<file path="config.mk">
export PLATFORM = sky130hd
export DESIGN_NAME = wb_port_arbiter
export DESIGN_NICKNAME = d
export VERILOG_FILES = /design/src/rtl/wb_port_arbiter_pkg.sv /design/src/rtl/wb_pending_fifo.sv /design/src/rtl/wb_port_arbiter.sv
export SDC_FILE = /design/constraint.sdc
export NUM_CORES = 1
export LEC_CHECK = 0
export BUFFER_PORTS_ARGS = -buffer_cell sky130_fd_sc_hd__clkbuf_2
export CORE_AREA = 3 3 131 83
export CTS_CLUSTER_DIAMETER = 30
export DETAILED_ROUTE_END_ITERATION = 8
export DIE_AREA = 0 0 134 86
export GPL_ROUTABILITY_DRIVEN = 1
export PLACE_DENSITY = 0.78
export SLEW_MARGIN = 5
export SYNTH_ARGS = -nofsm -noshare
export SYNTH_HDL_FRONTEND = slang
export SYNTH_SLANG_ARGS = --single-unit
</file>
<file path="constraint.sdc">
create_clock -name clk -period 3.3 [get_ports clk]
set_input_delay 0.66 -clock clk [delete_from_list [all_inputs] [get_ports clk]]
set_output_delay 0.66 -clock clk [all_outputs]
set_load 0.05 [all_outputs]
</file>
<file path="src/rtl/wb_port_arbiter_pkg.sv">
// Shared write-back constants and types for the register-file port arbiter.
// Holds the queued-result entry layout and a register one-hot helper.
package wb_port_arbiter_pkg;

    localparam int unsigned FIFO_DEPTH           = 2;
    localparam int unsigned REG_ADDR_W           = 5;
    localparam int unsigned DATA_W               = 32;
    localparam int unsigned NUM_REGS             = 1 << REG_ADDR_W;
    localparam int unsigned STARVE_LIMIT_DEFAULT = 8;

    typedef struct packed {
        logic                  live;
        logic [REG_ADDR_W-1:0] dst;
        logic [DATA_W-1:0]     data;
    } wb_entry_t;

    function automatic logic [NUM_REGS-1:0] reg_onehot(input logic [REG_ADDR_W-1:0] addr);
        logic [NUM_REGS-1:0] mask;
        mask       = '0;
        mask[addr] = 1'b1;
        return mask;
    endfunction

endpackage

</file>
<file path="src/rtl/wb_pending_fifo.sv">
// Two-entry queue of multi-cycle results awaiting the register-file port.
// Stored entries whose dst matches a younger pipe write lose their live bit.
module wb_pending_fifo
    import wb_port_arbiter_pkg::*;
(
    input  logic                  i_clk,
    input  logic                  i_rst,
    input  logic                  i_push,
    input  logic [REG_ADDR_W-1:0] i_push_dst,
    input  logic [DATA_W-1:0]     i_push_data,
    input  logic                  i_push_live,
    input  logic                  i_pop,
    input  logic                  i_kill,
    input  logic [REG_ADDR_W-1:0] i_kill_dst,
    output logic                  o_full,
    output logic                  o_empty,
    output logic [REG_ADDR_W-1:0] o_head_dst,
    output logic [DATA_W-1:0]     o_head_data,
    output logic                  o_head_live,
    output logic [NUM_REGS-1:0]   o_live_mask
);

    localparam int unsigned PtrW = $clog2(FIFO_DEPTH);

    wb_entry_t             r_entry   [FIFO_DEPTH];
    wb_entry_t             w_entry_nxt [FIFO_DEPTH];
    logic [FIFO_DEPTH-1:0] r_vld;
    logic [FIFO_DEPTH-1:0] w_vld_nxt;
    logic [PtrW-1:0]       r_wr_ptr;
    logic [PtrW-1:0]       r_rd_ptr;

    assign o_full      = &r_vld;
    assign o_empty     = ~|r_vld;
    assign o_head_dst  = r_entry[r_rd_ptr].dst;
    assign o_head_data = r_entry[r_rd_ptr].data;
    assign o_head_live = r_entry[r_rd_ptr].live;

    always_comb begin
        w_entry_nxt = r_entry;
        w_vld_nxt   = r_vld;
        for (int i = 0; i < int'(FIFO_DEPTH); i++) begin
            if (i_kill && r_vld[i] && (r_entry[i].dst == i_kill_dst)) begin
                w_entry_nxt[i].live = 1'b0;
            end
        end
        if (i_pop) begin
            w_vld_nxt[r_rd_ptr] = 1'b0;
        end
        // Push targets a free slot, so it never collides with the kill above.
        if (i_push) begin
            w_entry_nxt[r_wr_ptr] = '{live: i_push_live, dst: i_push_dst, data: i_push_data};
            w_vld_nxt[r_wr_ptr]   = 1'b1;
        end
    end

    always_comb begin
        o_live_mask = '0;
        for (int i = 0; i < int'(FIFO_DEPTH); i++) begin
            if (r_vld[i] && r_entry[i].live) begin
                o_live_mask = o_live_mask | reg_onehot(r_entry[i].dst);
            end
        end
    end

    always_ff @(posedge i_clk or posedge i_rst) begin
        if (i_rst) begin
            r_entry  <= '{default: '0};
            r_vld    <= '0;
            r_wr_ptr <= '0;
            r_rd_ptr <= '0;
        end else begin
            r_entry <= w_entry_nxt;
            r_vld   <= w_vld_nxt;
            if (i_push) begin
                r_wr_ptr <= r_wr_ptr + PtrW'(1);
            end
            if (i_pop) begin
                r_rd_ptr <= r_rd_ptr + PtrW'(1);
            end
        end
    end

endmodule

</file>
<file path="src/rtl/wb_port_arbiter.sv">
// Shares the single register-file write port between the WB stage and a
// multi-cycle unit; pipe writes always win, MDU results queue and may starve.
module wb_port_arbiter
    import wb_port_arbiter_pkg::*;
#(
    parameter int unsigned STARVE_LIMIT = STARVE_LIMIT_DEFAULT
) (
    input  logic                  clk,
    input  logic                  rst,
    input  logic                  pipe_reg_write,
    input  logic [REG_ADDR_W-1:0] pipe_dst,
    input  logic [DATA_W-1:0]     pipe_data,
    input  logic                  mdu_valid,
    input  logic [REG_ADDR_W-1:0] mdu_dst,
    input  logic [DATA_W-1:0]     mdu_data,
    output logic                  mdu_ready,
    output logic                  rf_we,
    output logic [REG_ADDR_W-1:0] rf_waddr,
    output logic [DATA_W-1:0]     rf_wdata,
    output logic [NUM_REGS-1:0]   pending_mask,
    output logic                  stall_req
);

    localparam int unsigned          StarveW   = $clog2(STARVE_LIMIT + 1);
    localparam logic [StarveW-1:0]   StarveMax = StarveW'(STARVE_LIMIT);

    logic                  w_pipe_own;
    logic                  w_push;
    logic                  w_push_store;
    logic                  w_push_live;
    logic                  w_pop;
    logic                  w_fifo_full;
    logic                  w_fifo_empty;
    logic [REG_ADDR_W-1:0] w_head_dst;
    logic [DATA_W-1:0]     w_head_data;
    logic                  w_head_live;
    logic [StarveW-1:0]    r_starve;
    logic [StarveW-1:0]    w_starve_nxt;
    logic                  r_stall;

    assign w_pipe_own   = pipe_reg_write && (pipe_dst != '0);
    assign mdu_ready    = !w_fifo_full;
    assign w_push       = mdu_valid && mdu_ready;
    // Results for r0 are acknowledged but never occupy a slot.
    assign w_push_store = w_push && (mdu_dst != '0);
    assign w_push_live  = !(w_pipe_own && (pipe_dst == mdu_dst));
    assign w_pop        = !w_fifo_empty && !w_pipe_own;
    assign stall_req    = r_stall;

    wb_pending_fifo u_fifo (
        .i_clk       (clk),
        .i_rst       (rst),
        .i_push      (w_push_store),
        .i_push_dst  (mdu_dst),
        .i_push_data (mdu_data),
        .i_push_live (w_push_live),
        .i_pop       (w_pop),
        .i_kill      (w_pipe_own),
        .i_kill_dst  (pipe_dst),
        .o_full      (w_fifo_full),
        .o_empty     (w_fifo_empty),
        .o_head_dst  (w_head_dst),
        .o_head_data (w_head_data),
        .o_head_live (w_head_live),
        .o_live_mask (pending_mask)
    );

    always_comb begin
        rf_we    = 1'b0;
        rf_waddr = pipe_dst;
        rf_wdata = pipe_data;
        if (w_pipe_own) begin
            rf_we = 1'b1;
        end else if (w_pop) begin
            rf_we    = w_head_live;
            rf_waddr = w_head_dst;
            rf_wdata = w_head_data;
        end
    end

    always_comb begin
        w_starve_nxt = r_starve;
        if (w_fifo_empty || w_pop) begin
            w_starve_nxt = '0;
        end else if (r_starve != StarveMax) begin
            w_starve_nxt = r_starve + StarveW'(1);
        end
    end

    always_ff @(posedge clk or posedge rst) begin
        if (rst) begin
            r_starve <= '0;
            r_stall  <= 1'b0;
        end else begin
            r_starve <= w_starve_nxt;
            r_stall  <= (w_starve_nxt == StarveMax);
        end
    end

endmodule
</file>
==> flow_summary.json <==
{
  "outcome": "finished clean",
  "final.min_clock_period_ns": 3.10,
  "numCtsBuffers": 9,
  "synth_cell_types": 38,
  "wire_per_inst_um": 17.6,
  "dieArea_um2": 11500,
  "antenna_found_initial": 0,
  "path_class": "in2out",
  "rrSetupSlack_ns": 1.41,
  "vias_per_cell": 5.56,
  "hpwl_um": 8940,
  "vdd_ir_drop_max_uv": 717,
  "cp.arrival_ns": 2.44,
  "leakage_nw": 2.69,
  "placed_area_um2": 5710,
  "overflow": 0,
  "dr.pass1.iters": 5,
  "synthCells": 397,
  "die_y_um": 86,
  "whs_ns": 0.489,
  "period_share": 0.941,
  "clk_latency_ns": 0.33,
  "io_buffer_count": 149,
  "relSlewSlack": 0.246,
  "cts.sink_count": 85,
  "timing.setup.tns_ns": 0,
  "finClkSkew_ns": 0.00570,
  "cts_hold_buf": 0,
  "grt_max_degree": 68,
  "die_x_um": 134,
  "rsz0062_at_grt": "no",
  "r2r_cells": 4,
  "gp_congestion": 0.911,
  "r2r_start": "u_fifo.r_vld[1]",
  "track_usage": 0.213,
  "crit_path_max_fanout": 26,
  "ys_seq_area_frac": 0.440,
  "fin_ws_ns": 0.195,
  "clk_pin_slew_ns": 0.06,
  "syn_to_final_growth_pct": 24.4,
  "fmax_mhz": 322,
  "grt_pass1_vias": 3813,
  "cts_buffer_depth": 2,
  "num_antenna_cells": 0,
  "max_slew.worst_pin.slew_ns": 1.13,
  "final_layout_size_suffix_gt1_frac": 0.582,
  "synth.avg_cell_area_um2": 12.2,
  "maxCapViolations": 0,
  "drt-total-wl_um": 12000,
  "finish.instance_area_um2": 6010,
  "ys_ff_latch": 85,
  "p_per_area_nw_per_um2": 1070,
  "required_ns": 2.64,
  "power_mw": 6.42,
  "hold_viol": 0,
  "cts_setup_buffers": 0,
  "startpoint": "pipe_dst[3]",
  "ctsResizeCount": 0,
  "htreeDepth": 3,
  "endpoint": "rf_wdata[19]",
  "io_pins": 150,
  "grt_first_pass_wirelength_um": 19500,
  "cp-end-kind": "primary output",
  "min_path_type": "reg2reg",
  "critPathLaunchType": "input port",
  "cts_tree": "built",
  "place_ws_ns": 0.205,
  "via_count": 3782,
  "slew_violations": 0,
  "syn_area_um2": 4830,
  "drt_iter0_drc": 293,
  "drcViolationCount": 0,
  "start_util": 0.498,
  "fp-row-count": 28,
  "nets": 620,
  "yosys_warnings": 0,
  "cts_root_buf": "clkbuf_16",
  "ant_nets": 0,
  "fp.coreArea_um2": 9700,
  "synth_fp_nets": 477,
  "setup_viol": 0
}
## per-stage QoR
step	utilization	cells
after global routing	0.619	680
after global placement	0.588	664
after CTS	0.619	680
final	0.619	680
after detailed placement	0.588	664
after floorplan	-	397
## area by class of cell
type	count	area (µm²)
fill	784	3700
multi-input combinational	278	2520
sequential	85	2130
timing repair buffer	161	873
clock buffer	9	225
tap	135	169
clock inverter	7	72.6
inverter	5	20.0
## power by group
group | leakage [nW] | switching (mW) | internal (mW)
Clock | 0.142 | 0.409 | 0.589
Combinational | 1.54 | 1.93 | 1.42
Sequential | 1.01 | 0.522 | 1.56
## cell usage after synthesis (all sizes together)
library cell,number,area (µm²)
nand3b,6,45.0
o21a,1,15.0
ha,2,25.0
o22ai,34,213
o2111ai,2,41.3
nand4,4,25.0
mux2i,6,60.1
nand2,16,60.1
buf,12,113
nor2b,1,6.26
nor3,4,20.0
nand4b,2,17.5
or3,4,25.0
xnor2,14,123
clkbuf,17,63.8
xor2,4,35.0
inv,5,18.8
nor2,7,26.3
nor4,2,12.5
nor4bb,1,10.0
mux2,139,1570
nand3,4,20.0
or3b,4,35.0
a211oi,1,7.51
or4,2,18.8
dfrtp,85,2130
o21ai,14,73.8
o211ai,1,7.51
o2bb2ai,1,8.76
nor3b,1,7.51
a21oi,1,5.00
## worst min path at each step
stage | endpoint | cells after the start | start | slack, ns
after floorplan | flip-flop | 1 | flip-flop | 0.46
after global placement | flip-flop | 1 | flip-flop | 0.47
after detailed placement | flip-flop | 1 | flip-flop | 0.48
after CTS | flip-flop | 1 | flip-flop | 0.49
after global routing | flip-flop | 1 | flip-flop | 0.51
final | flip-flop | 1 | flip-flop | 0.49
## worst max-delay path: stages
cell      delay, ns
clkbuf_2       0.09
or4_1          0.54
o21ai_2        0.17
o21a_4         0.16
buf_12         0.18
mux2_2         0.37
clkbuf_2       0.25
## placed cells by master (no fill, tap or decap), drive strengths merged, types with 2 or more instances in the layout
master / n
clkbuf: 158
mux2: 139
dfrtp: 85
o22ai: 34
nand2: 16
xnor2: 14
o21ai: 14
buf: 12
nor2: 7
nand3b: 6
mux2i: 6
inv: 6
nand4: 4
nor3: 4
nand3: 4
xor2: 4
or3: 4
or3b: 4
clkinv: 3
o2111ai: 2
nor4: 2
nand4b: 2
ha: 2
clkinvlp: 2
or4: 2
## kinds of logic (layout without fill, tap and decap cells)
family | after synthesis | count (layout) | share of synthesized area
AO/OA/AOI/OAI | 55 | 55 | 0.0769
adder cells (fa/ha/maj) | 2 | 2 | 0.00518
flip-flops | 85 | 85 | 0.440
XOR/XNOR | 18 | 18 | 0.0326
buffers and inverters | 34 | 182 | 0.0404
multiplexers | 145 | 145 | 0.336
AND/OR/NAND/NOR | 58 | 58 | 0.0681
## metal layers
metal  wire length [µm]  GRT usage
met1               5330      0.292
met2               5540      0.334
met3                923     0.0657
met5                  0          0
met4                157     0.0476
Note: power is estimated with default switching activity, not from simulation.
